==> config.mk <==
export PLATFORM = sky130hd
export DESIGN_NAME = io_clock_monitor
export DESIGN_NICKNAME = d
export VERILOG_FILES = /design/src/rtl/io_clock_monitor.sv
export SDC_FILE = /design/constraint.sdc
export NUM_CORES = 1
export LEC_CHECK = 0
export BUFFER_PORTS_ARGS = -buffer_cell sky130_fd_sc_hd__buf_2
export CAP_MARGIN = 10
export CORE_MARGIN = 5
export CORE_UTILIZATION = 52
export CTS_CLUSTER_SIZE = 12
export DETAILED_ROUTE_END_ITERATION = 10
export PLACE_DENSITY_LB_ADDON = 0.15
export SKIP_CTS_REPAIR_TIMING = 1
export SLEW_MARGIN = 20
export SYNTH_ARGS = -nofsm -noshare
export SYNTH_HDL_FRONTEND = slang
export SYNTH_SLANG_ARGS = --single-unit
==> constraint.sdc <==
create_clock -name clk -period 2.7 [get_ports clk]
set_input_delay 0.135 -clock clk [delete_from_list [all_inputs] [get_ports clk]]
set_output_delay 0.135 -clock clk [all_outputs]
set_load 0.005 [all_outputs]
==> src/rtl/io_clock_monitor.sv <==
`default_nettype none
// ============================================================================
// Module      : io_clock_monitor
// Description : Health monitor for an external clock. Counts rising edges of
//               the asynchronous mon_clk over a fixed window of clk cycles.
//               Each window reports the count and flags a stopped clock
//               (lost) or an off-frequency clock (out_of_range).
//               Optional feature macro IO_CLOCK_MONITOR_MINMAX_EN adds
//               shortest/longest mon_clk period tracking (period_min/max).
// Revision    : 1.0 - initial release
// ============================================================================
module io_clock_monitor #(
    parameter int GATE_CYCLES = 1000,
    parameter int COUNT_WIDTH = 16,
    parameter int EXP_MIN     = 0,
    parameter int EXP_MAX     = 65535,
    parameter int SYNC_STAGES = 2
) (
    input  logic                   clk,
    input  logic                   rst_n,
    input  logic                   enable,
    input  logic                   mon_clk,
    output logic [COUNT_WIDTH-1:0] count,
    output logic                   valid,
    output logic                   lost,
    output logic                   out_of_range
`ifdef IO_CLOCK_MONITOR_MINMAX_EN
    ,
    output logic [COUNT_WIDTH-1:0] period_min,
    output logic [COUNT_WIDTH-1:0] period_max
`endif
);

    localparam int                     c_gate_w    = (GATE_CYCLES > 1) ? $clog2(GATE_CYCLES) : 1;
    localparam logic [c_gate_w-1:0]    c_gate_last = c_gate_w'(GATE_CYCLES - 1);
    localparam logic [COUNT_WIDTH-1:0] c_cnt_max   = '1;
    localparam logic [32:0]            c_exp_min   = 33'(EXP_MIN);
    localparam logic [32:0]            c_exp_max   = 33'(EXP_MAX);

    typedef enum logic [0:0] {
        ST_IDLE    = 1'b0,
        ST_MEASURE = 1'b1
    } state_t;

    state_t                 r_state;
    state_t                 w_state_next;
    logic                   w_publish;
    logic                   w_clear;
    logic                   w_terminal;

    logic [SYNC_STAGES-1:0] r_sync;
    logic                   r_hist;
    logic [SYNC_STAGES:0]   r_prime;
    logic                   w_edge;

    logic [c_gate_w-1:0]    r_gate;
    logic [COUNT_WIDTH-1:0] r_edge_cnt;
    logic [COUNT_WIDTH-1:0] w_cnt_next;
    logic [32:0]            w_cnt_ext;
    logic                   w_below;
    logic                   w_above;

    // Synchronize mon_clk and keep a history flop; r_prime marks when the
    // history flop holds a genuine post-reset sample, so a mon_clk already
    // high at reset release is not mistaken for a rising edge.
    always_ff @(posedge clk or negedge rst_n) begin
        if (!rst_n) begin
            r_sync  <= '0;
            r_hist  <= 1'b0;
            r_prime <= '0;
        end else begin
            r_sync  <= {r_sync[SYNC_STAGES-2:0], mon_clk};
            r_hist  <= r_sync[SYNC_STAGES-1];
            r_prime <= {r_prime[SYNC_STAGES-1:0], 1'b1};
        end
    end

    assign w_edge     = r_sync[SYNC_STAGES-1] & ~r_hist & r_prime[SYNC_STAGES];
    assign w_terminal = (r_gate == c_gate_last);

    // Edge count including this cycle's edge, saturating instead of wrapping.
    assign w_cnt_next = (w_edge && (r_edge_cnt != c_cnt_max)) ? r_edge_cnt + 1'b1 : r_edge_cnt;
    assign w_cnt_ext  = {{(33-COUNT_WIDTH){1'b0}}, w_cnt_next};
    // count < EXP_MIN written as count+1 <= EXP_MIN so EXP_MIN=0 needs no special case
    assign w_below    = ((w_cnt_ext + 33'd1) <= c_exp_min);
    assign w_above    = (w_cnt_ext > c_exp_max);

    // State register.
    always_ff @(posedge clk or negedge rst_n) begin
        if (!rst_n) begin
            r_state <= ST_IDLE;
        end else begin
            r_state <= w_state_next;
        end
    end

    // Next state: terminal cycle always publishes; a mid-window enable drop
    // abandons the partial window.
    always_comb begin
        w_state_next = r_state;
        w_publish    = 1'b0;
        w_clear      = 1'b0;
        case (r_state)
            ST_IDLE: begin
                w_clear = 1'b1;
                if (enable) begin
                    w_state_next = ST_MEASURE;
                end
            end
            ST_MEASURE: begin
                if (w_terminal) begin
                    w_publish = 1'b1;
                    w_clear   = 1'b1;
                    if (!enable) begin
                        w_state_next = ST_IDLE;
                    end
                end else if (!enable) begin
                    w_clear      = 1'b1;
                    w_state_next = ST_IDLE;
                end
            end
            default: begin
                w_clear      = 1'b1;
                w_state_next = ST_IDLE;
            end
        endcase
    end

    // Gate/edge counters and per-window published results.
    always_ff @(posedge clk or negedge rst_n) begin
        if (!rst_n) begin
            r_gate       <= '0;
            r_edge_cnt   <= '0;
            count        <= '0;
            valid        <= 1'b0;
            lost         <= 1'b0;
            out_of_range <= 1'b0;
        end else begin
            valid <= w_publish;
            if (w_publish) begin
                count        <= w_cnt_next;
                lost         <= (w_cnt_next == '0);
                out_of_range <= w_below | w_above;
            end
            if (w_clear) begin
                r_gate     <= '0;
                r_edge_cnt <= '0;
            end else begin
                r_gate     <= r_gate + 1'b1;
                r_edge_cnt <= w_cnt_next;
            end
        end
    end

`ifdef IO_CLOCK_MONITOR_MINMAX_EN
    logic [COUNT_WIDTH-1:0] r_period;
    logic [COUNT_WIDTH-1:0] r_pmin;
    logic [COUNT_WIDTH-1:0] r_pmax;
    logic [COUNT_WIDTH-1:0] w_pmin_next;
    logic [COUNT_WIDTH-1:0] w_pmax_next;
    logic                   r_armed;
    logic                   w_meas_edge;

    assign w_meas_edge = w_edge & (r_state == ST_MEASURE);

    // Fold the period ending on this cycle's edge into the trackers.
    always_comb begin
        w_pmin_next = r_pmin;
        w_pmax_next = r_pmax;
        if (w_meas_edge && r_armed) begin
            if (r_period < r_pmin) begin
                w_pmin_next = r_period;
            end
            if (r_period > r_pmax) begin
                w_pmax_next = r_period;
            end
        end
    end

    // Period counter and trackers; every window only measures periods that
    // begin inside it, so a window with fewer than two edges publishes the
    // empty markers (all-ones / zero).
    always_ff @(posedge clk or negedge rst_n) begin
        if (!rst_n) begin
            r_period   <= '0;
            r_armed    <= 1'b0;
            r_pmin     <= '1;
            r_pmax     <= '0;
            period_min <= '1;
            period_max <= '0;
        end else begin
            if (w_publish) begin
                period_min <= w_pmin_next;
                period_max <= w_pmax_next;
            end
            if (w_clear) begin
                r_period <= '0;
                r_armed  <= 1'b0;
                r_pmin   <= '1;
                r_pmax   <= '0;
            end else begin
                r_pmin <= w_pmin_next;
                r_pmax <= w_pmax_next;
                if (w_meas_edge) begin
                    r_period <= COUNT_WIDTH'(1);
                    r_armed  <= 1'b1;
                end else if (r_period != c_cnt_max) begin
                    r_period <= r_period + 1'b1;
                end
            end
        end
    end
`endif

endmodule
`default_nettype wire
==> results of run 1 <==
## layout make-up
type	count	share of cell area [%]
Clock buffer	6	2.73
Clock inverter	1	0.188
Inverter	2	0.282
Multi-Input combinational cell	161	37.9
Sequential cell	52	49.0
Tap cell	52	2.45
Timing Repair Buffer	33	7.53
## power by group
group / internal [mW] / switching (mW)
Combinational: 0.0136 / 0.0269
Sequential: 0.785 / 0.00366
Clock: 0.176 / 0.222
## cell usage in the layout (no fill, tap or decap), types with 2 or more instances in the layout
cell,count
clkbuf_8,5
nand3b_1,3
and3_1,6
nand3_1,11
nor2b_1,2
nand4_4,2
nand4_1,6
dfrtp_1,51
xor2_1,15
mux2i_1,3
xnor2_1,7
buf_2,22
and2b_2,2
nor3_1,8
inv_1,2
o21ai_0,19
nand2_1,24
buf_4,8
dlygate4sd3_1,3
nor2_1,31
## sequential cells by signal, summed over array words and instances, names as in the netlist
| signal | flops |
|---|---|
| lost | 1 |
| out_of_range | 1 |
| count | 16 |
| r_gate | 10 |
| r_state | 1 |
| valid | 1 |
| r_edge_cnt | 16 |
| r_sync | 2 |
| r_prime | 3 |
| r_hist | 1 |
## cell families after synthesis
family	after synthesis	synth area share, %
AO/OA/AOI/OAI	24	5.93
other	1	0.159
AND/OR/NAND/NOR	108	25.0
XOR/XNOR	22	8.15
buffers and inverters	11	2.86
multiplexers	4	1.75
flip-flops	52	55.1
adder cells (fa/ha/maj)	2	1.06
## how the worst max path moves through the flow
stage	start	end	slack (ns)
6_report	r_edge_cnt[1]	lost	0.19
5_1_grt	r_edge_cnt[12]	lost	0.05
4_1_cts	r_edge_cnt[1]	lost	0.06
3_5_place_dp	r_edge_cnt[1]	lost	0.09
3_3_place_gp	r_edge_cnt[1]	lost	0.17
2_1_floorplan	r_edge_cnt[0]	lost	0.07
## through the flow
| step | power [mW] | instances | hold WS (ns) | instance area (um2) | util (%) |
|---|---|---|---|---|---|
| 2_1_floorplan | 0.819 | 224 | -0.161 | 2360 | - |
| 3_3_place_gp | 0.842 | 297 | 0.244 | 2540 | 57.9 |
| 3_5_place_dp | 0.843 | 297 | 0.248 | 2540 | 57.9 |
| 4_1_cts | 1.25 | 304 | -0.0656 | 2620 | 59.7 |
| 5_1_grt | 1.30 | 307 | 0.367 | 2660 | 60.7 |
| 6_report | 1.23 | 307 | 0.352 | 2660 | 60.7 |
## worst max-delay path, delay by kind of cell, from the launching register on
kind | cells | cell delay [ns]
AO/OA/AOI/OAI | 1 | 0.13
adder cells (fa/ha/maj) | 1 | 0.16
flip-flops | 1 | 0.43
multiplexers | 1 | 0.23
AND/OR/NAND/NOR | 5 | 1.50
## layer usage
metal  GRT usage, %  vias to the layer above  wire length (um)
met5              0                        -                 0
met1           20.8                      765              1970
li1               -                      820                 -
met3           3.94                        6               137
met2           24.8                       19              1960
met4           5.67                        0                65
==> metrics.md, run 1 <==
| Metric | Value |
|---|---|
| Initial Util | 53.9% |
| FF+latch count, synth | 52 |
| Synthesized net count | 230 |
| Power per cell area | 462 mW/mm2 |
| Clock Tree Buf Depth | 2 |
| Largest net degree at the start of global routing | 53 |
| Worst EP required | roughly 3 ns |
| Layout cells sized above 1 | 20.4% |
| I/O Pins | 23 |
| Post-route worst setup slack | roughly 0.19 ns |
| Setup TNS | 0 ns |
| Area of the die | 0.00599 mm2 |
| Clock skew | 0.00402 ns |
| ANT cells | 0 |
| Syn avg cell area | 10.6 um2 |
| Number of flops mapped to enable cells by yosys | 0 |
| Pre-antenna DRT Iters | 4 |
| WHS Path Cells | 0 |
| Sequential fraction of the synthesis area | ~55% |
| Crit path DAT | between 2 and 3 ns |
| Reg clk slew, reported paths | 0.08 ns |
| Worst VDD drop | ~240 uV |
| Place WS | between 0.09 and 0.1 ns |
| Worst reg-to-reg path cell count | 8 |
| # H-tree levels | 2 |
| Vias in the first global route | 1,642 |
| Storage cell area | 0.00130 mm2 |
| Leakage | approximately 1.3 nW |
| Crit path cell chain | ha_4, nand3_4, or4_4, nand3_1, mux2i_1, nand4_1, or4_1, o21ai_1 |
| Root cell of the clock tree | clkbuf_8 |
| Startpoint Class | register |
| Status | complete, no violations |
| Most common cell in the synthesized netlist | dfrtp_1 |
| Antenna violations before repair | 0 |
| Critical Path End Type | register |
| Clock period minus worst slack | 2.51 ns |
| Post-Syn Area | 0.00236 mm2 |
| CP max stage delay | 0.58 ns |
| Area contributors post-synth | dfrtp_1 55%, xor2_1 5.6%, nor2_1 4.9%, o21ai_0 4.0%, nand2_1 3.8% |
| CP max-delay cell | or4_4 |
| Initial DRC count | roughly 90 |
| Worst hold path type | reg -> reg |
| Maximum capacitance violations | 0 |
| Clock Latency Late Sink | 0.29 ns |
| Drt total wl | 4140 um |
| Tcrit/Tclk final | 92.9% |
| CTS tree | yes |
| Avg WL per Cell | 13.5 um |
| Final hold vios | 0 |
| Die height | 77.4 um |
| Reg2reg setup slack | 0.19 ns |
| Synthesized instance count | 224 |
| Distinct cells, synth | 40 |
| Reg2reg start | r_edge_cnt[1] |
| Asr flop ratio synth | 100% |
| Multi-input gate area | 0.00101 mm2 |
| FF-to-FF End | lost |
| Synth area leader | dfrtp_1 |
| FMAX | 399 MHz |
| Top-area cell type share of the netlist area | a little under three fifths |
| ANT nets after route | 0 |
| RSZ-0062 raised after global routing | no |
| # clock sinks | 52 |
| Global-route wire length before repair | 7680 um |
| Top FF cell, synth | dfrtp_1 |
| Count of final setup violators | 0 |
| Synth Warn # | 0 |
| Total CTS buffers | 5 |
| Dpl hpwl | 3000 um |
| Slew Limit Headroom | 59.0% |
| Row count | 24 |
| Hold Path End | r_sync[1] |
| Routed vias | 1,610 |
| Final Max Tran Viols | 0 |
| Post-synth top cells | 52 x dfrtp_1, 31 x nor2_1, 24 x nand2_1, 19 x o21ai_0, 15 x xor2_1 |
| Port Buffers | 22 |
| Placer congestion estimate | 0.821 |
| Worst Max-Slew Pin Slew | 0.615 ns |
| Core area | around 0.0044 mm2 |
| Final #Nets | 261 |
| Number of remaining DRC errors | 0 |
| Drt via density | about 5.2 |
| Total track usage | 15.6% |
| Area growth from synthesis to layout | 12.5% |
| # fillers | 385 |
| WS Path Type | reg -> reg |
| Die Width | 77.4 um |
| CP max FO | 8 |
| GRT overflow | 0 |
| HP Start | r_sync[0] |
Note: power is estimated with default switching activity, not from simulation.
==> run 2: changes to the inputs <==
--- a/config.mk
+++ b/config.mk
@@ -5,12 +5,12 @@
 export SDC_FILE = /design/constraint.sdc
 export NUM_CORES = 1
 export LEC_CHECK = 0
-export BUFFER_PORTS_ARGS = -buffer_cell sky130_fd_sc_hd__buf_2
-export CAP_MARGIN = 10
+export CAP_MARGIN = 20
 export CORE_MARGIN = 5
-export CORE_UTILIZATION = 52
+export CORE_UTILIZATION = 56
 export CTS_CLUSTER_SIZE = 12
 export DETAILED_ROUTE_END_ITERATION = 10
+export DONT_BUFFER_PORTS = 1
 export PLACE_DENSITY_LB_ADDON = 0.15
 export SKIP_CTS_REPAIR_TIMING = 1
 export SLEW_MARGIN = 20
==> metrics.md, run 2 (same netlist as run 1, synthesis figures left out) <==
| Metric | Value |
|---|---|
| Most common cell after layout, fill and taps aside | dfrtp_1 |
| Clock period minus worst slack | 2.52 ns (+0.00828 ns) |
| WHS Path Cells | 3 (+3) |
| Area growth from synthesis to layout | 9.58% |
| RSZ-0062 raised after global routing | no |
| Antenna violations before repair | 0 (unchanged) |
| Tcrit/Tclk final | 93.2% (+0.31 points) |
| Drt via density | 5.73 (+9.3%) |
| Core area | 0.00406 mm2 (-7.4%) |
| Worst hold path type | in -> reg |
| Place WS | 0.128 ns (+0.0348 ns) |
| Crit path DAT | 2.76 ns (+0.03 ns) |
| Die Width | 75.0 um (-3.2%) |
| Worst reg-to-reg path cell count | 7 (-1) |
| # clock sinks | 52 (unchanged) |
| CTS tree | yes |
| Post-route worst setup slack | 0.182 ns (-0.00828 ns) |
| Leakage | 1.15 nW (-8.7%) |
| Post-layout util | 63.8% (+3.2 points) |
| Worst VDD drop | 389 uV (+59%) |
| DP Cell Count | 269 (-9.4%) |
| ANT nets after route | 0 (unchanged) |
| Drt total wl | 4420 um (+6.8%) |
| Power per cell area | 528 mW/mm2 (+14%) |
| Port Buffers | 0 (-100%) |
| WS Path Type | reg -> reg |
| CP max stage delay | 0.60 ns (+0.02 ns) |
| Final Max Tran Viols | 0 (unchanged) |
| Routed vias | 1,611 (+0.062%) |
| Clock skew | 0.00409 ns (+0.0000632 ns) |
| Count of final setup violators | 0 (unchanged) |
| CP max FO | 8 (unchanged) |
| # H-tree levels | 2 (unchanged) |
| I/O Pins | 23 (unchanged) |
| Reg2reg setup slack | 0.18 ns (about the same) |
| Biggest regs | count (16), r_edge_cnt (16), r_gate (10) |
| Layout cells sized above 1 | 13.0% (-7.4 points) |
| Avg WL per Cell | 15.7 um (+17%) |
| Most frequent cells in the layout | 51 x dfrtp_1, 31 x nor2_1, 24 x nand2_1, 19 x o21ai_0, 14 x xor2_1 |
| Clock Latency Late Sink | 0.30 ns (about the same) |
| Number of remaining DRC errors | 0 (unchanged) |
| Initial Util | 58.2% (+4.3 points) |
| Die height | 75.0 um (-3.2%) |
| Vias in the first global route | 1,613 (-1.8%) |
| GRT overflow | 0 (unchanged) |
| Row count | 23 (-4.2%) |
| Pre-antenna DRT Iters | 4 (unchanged) |
| Dpl hpwl | 3180 um (+6.3%) |
| Largest net degree at the start of global routing | 53 (unchanged) |
| Clock Tree Buf Depth | 2 (unchanged) |
| Area of the die | 0.00562 mm2 (-6.2%) |
| Critical Path End Type | register |
| Finished Layout Cells | 281 (-8.5%) |
| Worst EP required | 2.94 ns (+0.02 ns) |
| CP max-delay cell | or4_4 |
| Global-route wire length before repair | 7570 um (-1.4%) |
| Setup TNS | 0 ns (unchanged) |
| Total power | 1.37 mW (+11%) |
| ANT cells | 0 (unchanged) |
| Placer congestion estimate | 0.881 (+7.3%) |
| Crit path cell chain | nand4_4, or4_4, and2_4, o31ai_4, nand4_1, or4_1, o21ai_1 |
| Status | complete, no violations |
| Final #Nets | 236 (-9.6%) |
| FMAX | 397 MHz (-0.33%) |
| Maximum capacitance violations | 0 (unchanged) |
| Final hold vios | 0 (unchanged) |
| Startpoint Class | register |
| Total track usage | 18.0% (+2.4 points) |
| Initial DRC count | 67 (-24%) |
| Root cell of the clock tree | clkbuf_8 |
| Reg clk slew, reported paths | 0.09 ns (about the same) |
| Total CTS buffers | 5 (unchanged) |
==> run 2: where the power goes <==
part           internal (mW)  total (mW)  switching, mW
clock                  0.279       0.536          0.257
sequential             0.785       0.789        0.00383
combinational         0.0153      0.0429         0.0276
total                   1.08        1.37          0.289
==> run 2: final timing paths <==
path	endpoint	from
worst max-delay path	lost	r_edge_cnt[4]
worst min-delay path	r_edge_cnt[1]	enable
worst max register to register	lost	r_edge_cnt[4]
worst min register to register	r_sync[1]	r_sync[0]
max in group asynchronous	r_edge_cnt[1]	rst_n
min in group asynchronous	r_edge_cnt[2]	rst_n
==> run 2: critical path: cells and delay by family, from the launching register on <==
kind               cells  cell delay [ns]
and+or+nand+nor        5             1.63
AOI/OAI and AO/OA      2             0.29
DFF                    1             0.53
==> run 2: final cells by class <==
| cell class | count | area (um2) |
|---|---|---|
| Fill cell | 321 | 1470 |
| Sequential cell | 52 | 1300 |
| Timing Repair Buffer | 8 | 87.6 |
| Clock inverter | 3 | 46.3 |
| Tap cell | 50 | 62.6 |
| Inverter | 2 | 7.51 |
| Clock buffer | 5 | 68.8 |
| Multi-Input combinational cell | 161 | 1010 |
==> run 2: layer usage <==
layer,GRT usage [%],share of wire [%]
met5,0,0
met3,5.21,4.9
met4,5.34,1.2
met1,21.9,41
met2,31.1,52
==> run 2: stage by stage <==
stage	instance area (um2)	hold slack (ns)
CTS	2510	-0.495
detailed placement	2400	-0.159
global route	2590	0.182
finish	2590	0.187
global placement	2400	-0.159
floorplan	2360	-0.161
==> run 3: changes to the inputs <==
--- a/config.mk
+++ b/config.mk
@@ -5,6 +5,7 @@
 export SDC_FILE = /design/constraint.sdc
 export NUM_CORES = 1
 export LEC_CHECK = 0
+export ABC_AREA = 1
 export CAP_MARGIN = 20
 export CORE_MARGIN = 5
 export CORE_UTILIZATION = 56
==> metrics.md, run 3 <==
| Metric | Value |
|---|---|
| Status | complete, no violations |
| Top FF cell, synth | dfrtp_1 |
| Die Width | 77.1 um (+2.8%) |
| Drt total wl | 5150 um (+16%) |
| Syn avg cell area | 7.71 um2 (-27%) |
| Internal power | 1.09 mW (+0.51%) |
| Routed vias | 2,001 (+24%) |
| Number of flops mapped to enable cells by yosys | 0 (unchanged) |
| Root cell of the clock tree | clkbuf_8 |
| Most frequent cells in the layout | 101 x nand2_1, 52 x dfrtp_1, 46 x nor2_1, 42 x inv_1, 18 x nand3_1 |
| WP depth | 7 (unchanged) |
| Power per cell area | 507 mW/mm2 (-4.0%) |
| Combinational power share | 4.3% (+1.2 points) |
| CP max-delay cell | inv_1 |
| Slew Limit Headroom | 46.1% |
| Sequential fraction of the synthesis area | 51.6% (-3.4 points) |
| Dpl hpwl | 3800 um (+19%) |
| Clock Latency Late Sink | 0.30 ns (about the same) |
| Die height | 77.1 um (+2.8%) |
| Synth Warn # | 0 (unchanged) |
| Critical Path End Type | register |
| Layout cells sized above 1 | 7.49% (-5.5 points) |
| Top-area cell type share of the netlist area | 51.6% (-3.4 points) |
| Clock skew | 0.00685 ns (+0.00277 ns) |
| Final Max Tran Viols | 0 (unchanged) |
| Count of final setup violators | 0 (unchanged) |
| Global-route wire length before repair | 8850 um (+17%) |
| Final #Nets | 339 (+44%) |
| Worst EP required | 2.84 ns (-0.10 ns) |
| FF+latch count, synth | 52 (unchanged) |
| Setup TNS | 0 ns (unchanged) |
| RSZ-0062 raised after global routing | no |
| Sum of buffers and inverters on the critical path | 2 (+2) |
| Initial DRC count | 123 (+84%) |
| Clock period minus worst slack | 2.06 ns (-0.454 ns) |
| Clock Tree Buf Depth | 2 (unchanged) |
| Total track usage | 18.5% (+0.46 points) |
| Area of the die | 0.00594 mm2 (+5.8%) |
| Post-synth top cells | 101 x nand2_1, 52 x dfrtp_1, 46 x nor2_1, 42 x inv_1, 18 x nand3_1 |
| Net switching power | 0.303 mW (+5.0%) |
| CTS tree | yes |
| Final hold vios | 0 (unchanged) |
| Tcrit/Tclk final | 76.4% (-17 points) |
| Sequential share of power | 57.2% (-0.5 points) |
| Critical Path End | count[8] |
| Startpoint Class | register |
| Antenna violations before repair | 0 (unchanged) |
| Core area | 0.00435 mm2 (+7.3%) |
| ANT nets after route | 0 (unchanged) |
| Row count | 24 (+4.3%) |
| Crit path top cell by count | inv_1 |
| Synth area leader | dfrtp_1 |
| Synthesized instance count | 327 (+46%) |
| FMAX | 485 MHz (+22%) |
| ANT cells | 0 (unchanged) |
| Number of remaining DRC errors | 0 (unchanged) |
| CP max FO | 32 (+24) |
| Maximum capacitance violations | 0 (unchanged) |
| Clock power share | 38.4% (-0.8 points) |
| Asr flop ratio synth | 100% (unchanged) |
| Synthesized net count | 333 (+45%) |
| # H-tree levels | 2 (unchanged) |
| Initial Util | 57.9% (-0.35 points) |
| Most common cell after layout, fill and taps aside | nand2_1 |
| Area contributors post-synth | dfrtp_1 52%, nand2_1 15%, nor2_1 6.8%, inv_1 6.3%, nand3_1 3.6% |
| Total CTS buffers | 5 (unchanged) |
| Sw Ratio | 21.8% (+0.73 points) |
| Pre-antenna DRT Iters | 4 (unchanged) |
| Worst VDD drop | 359 uV (-7.8%) |
| Largest net degree at the start of global routing | 53 (unchanged) |
| Placer congestion estimate | 0.836 (-5.1%) |
| # clock sinks | 52 (unchanged) |
| Biggest regs | count (16), r_edge_cnt (16), r_gate (10) |
| Crit path cell chain | ha_1, nand2_1, inv_1, nand3_1, nor2_1, inv_1, o21ai_0 |
| FF-to-FF End | count[8] |
| Total power | 1.39 mW (+1.5%) |
| Worst reg-to-reg path cell count | 7 (unchanged) |
| Avg WL per Cell | 13.3 um (-15%) |
| Crit path DAT | 2.20 ns (-0.56 ns) |
| Worst Max-Slew Pin Slew | 0.808 ns |
| Post-Syn Area | 0.00252 mm2 (+6.7%) |
| Distinct cells, synth | 25 (-38%) |
| WS Path Type | reg -> reg |
| Largest delay contributor family on the critical path | buffers and inverters |
| Worst hold path type | in -> reg |
| Most common cell in the synthesized netlist | nand2_1 |
| Drt via density | 5.18 (-9.6%) |
| Critical path origin | r_gate[0] |
| GRT overflow | 0 (unchanged) |
| Port Buffers | 0 (unchanged) |
| Reg2reg setup slack | 0.64 ns (+0.45 ns) |
| Reg clk slew, reported paths | 0.09 ns (about the same) |
| Leakage | 1.31 nW (+15%) |
| Reg2reg start | r_gate[0] |
| CP max stage delay | 0.60 ns (about the same) |
| Area growth from synthesis to layout | 8.54% |
| # fillers | 385 (+20%) |
| Vias in the first global route | 1,935 (+20%) |
| I/O Pins | 23 (unchanged) |
==> run 3: cell types whose count changed in the layout (fill, tap and decap cells not counted), sizes merged, moves of 3 or more <==
cell   delta
nand2    +84
inv      +40
nor2     +21
xor2     -12
and3      -7
nand3     +6
nand4     -6
xnor2     -6
a21oi     +4
and2      -3
buf       -3
mux2i     -3
o21ai     -3
==> run 3: layer usage <==
| layer | track usage, % | share of wire, % |
|---|---|---|
| met5 | 0 | 0 |
| met4 | 6.01 | 1.7 |
| met3 | 4.80 | 6.2 |
| met2 | 30.2 | 49 |
| met1 | 24.0 | 43 |
==> run 3: how the worst min path moves through the flow <==
| stage | start | endpoint | slack (ns) | depth (start not counted) |
|---|---|---|---|---|
| 2_1_floorplan | rst_n | count[0] | -0.16 | 0 |
| 3_3_place_gp | rst_n | r_prime[0] | -0.16 | 0 |
| 3_5_place_dp | rst_n | r_sync[1] | -0.16 | 0 |
| 4_1_cts | rst_n | r_sync[1] | -0.50 | 0 |
| 5_1_grt | enable | r_gate[1] | 0.28 | 2 |
| 6_report | enable | r_gate[1] | 0.22 | 2 |
==> run 3: kinds of logic (layout without fill, tap and decap cells) <==
family | Yosys count | after routing | synth area share [%]
AO/OA/AOI/OAI | 26 | 26 | 5.71
other | 1 | 1 | 0.149
XOR/XNOR | 4 | 4 | 1.39
flip-flops | 52 | 52 | 51.6
buffers and inverters | 49 | 56 | 7.64
AND/OR/NAND/NOR | 193 | 193 | 32.5
adder cells (fa/ha/maj) | 2 | 2 | 0.992
==> run 3: per-stage QoR <==
| step | util, % | setup WS [ns] | hold WS, ns | std cells | instance area, um2 |
|---|---|---|---|---|---|
| after floorplan | - | 1.06 | -0.161 | 327 | 2520 |
| after global placement | 58.9 | 0.661 | -0.160 | 374 | 2560 |
| after detailed placement | 58.9 | 0.658 | -0.160 | 374 | 2560 |
| after CTS | 61.5 | 0.630 | -0.497 | 382 | 2680 |
| after global routing | 62.8 | 0.379 | 0.279 | 386 | 2740 |
| final | 62.8 | 0.637 | 0.218 | 386 | 2740 |
==> run 3: power by group through the flow <==
stage | Sequential [mW] | Combinational (mW) | Clock [mW]
after global placement | 0.809 | 0.0377 | 0
after global routing | 0.796 | 0.0712 | 0.587
after floorplan | 0.808 | 0.0295 | 0
final | 0.794 | 0.0602 | 0.533
after CTS | 0.794 | 0.0381 | 0.547
after detailed placement | 0.810 | 0.0378 | 0
==> run 3: area by class of cell <==
type	instances	area, um2	area share (%)
Inverter	43	161	5.90
Sequential cell	52	1300	47.6
Tap cell	52	65.1	2.38
Clock inverter	3	47.5	1.74
Multi-Input combinational cell	226	1030	37.5
Clock buffer	5	68.8	2.51
Timing Repair Buffer	5	65.1	2.38
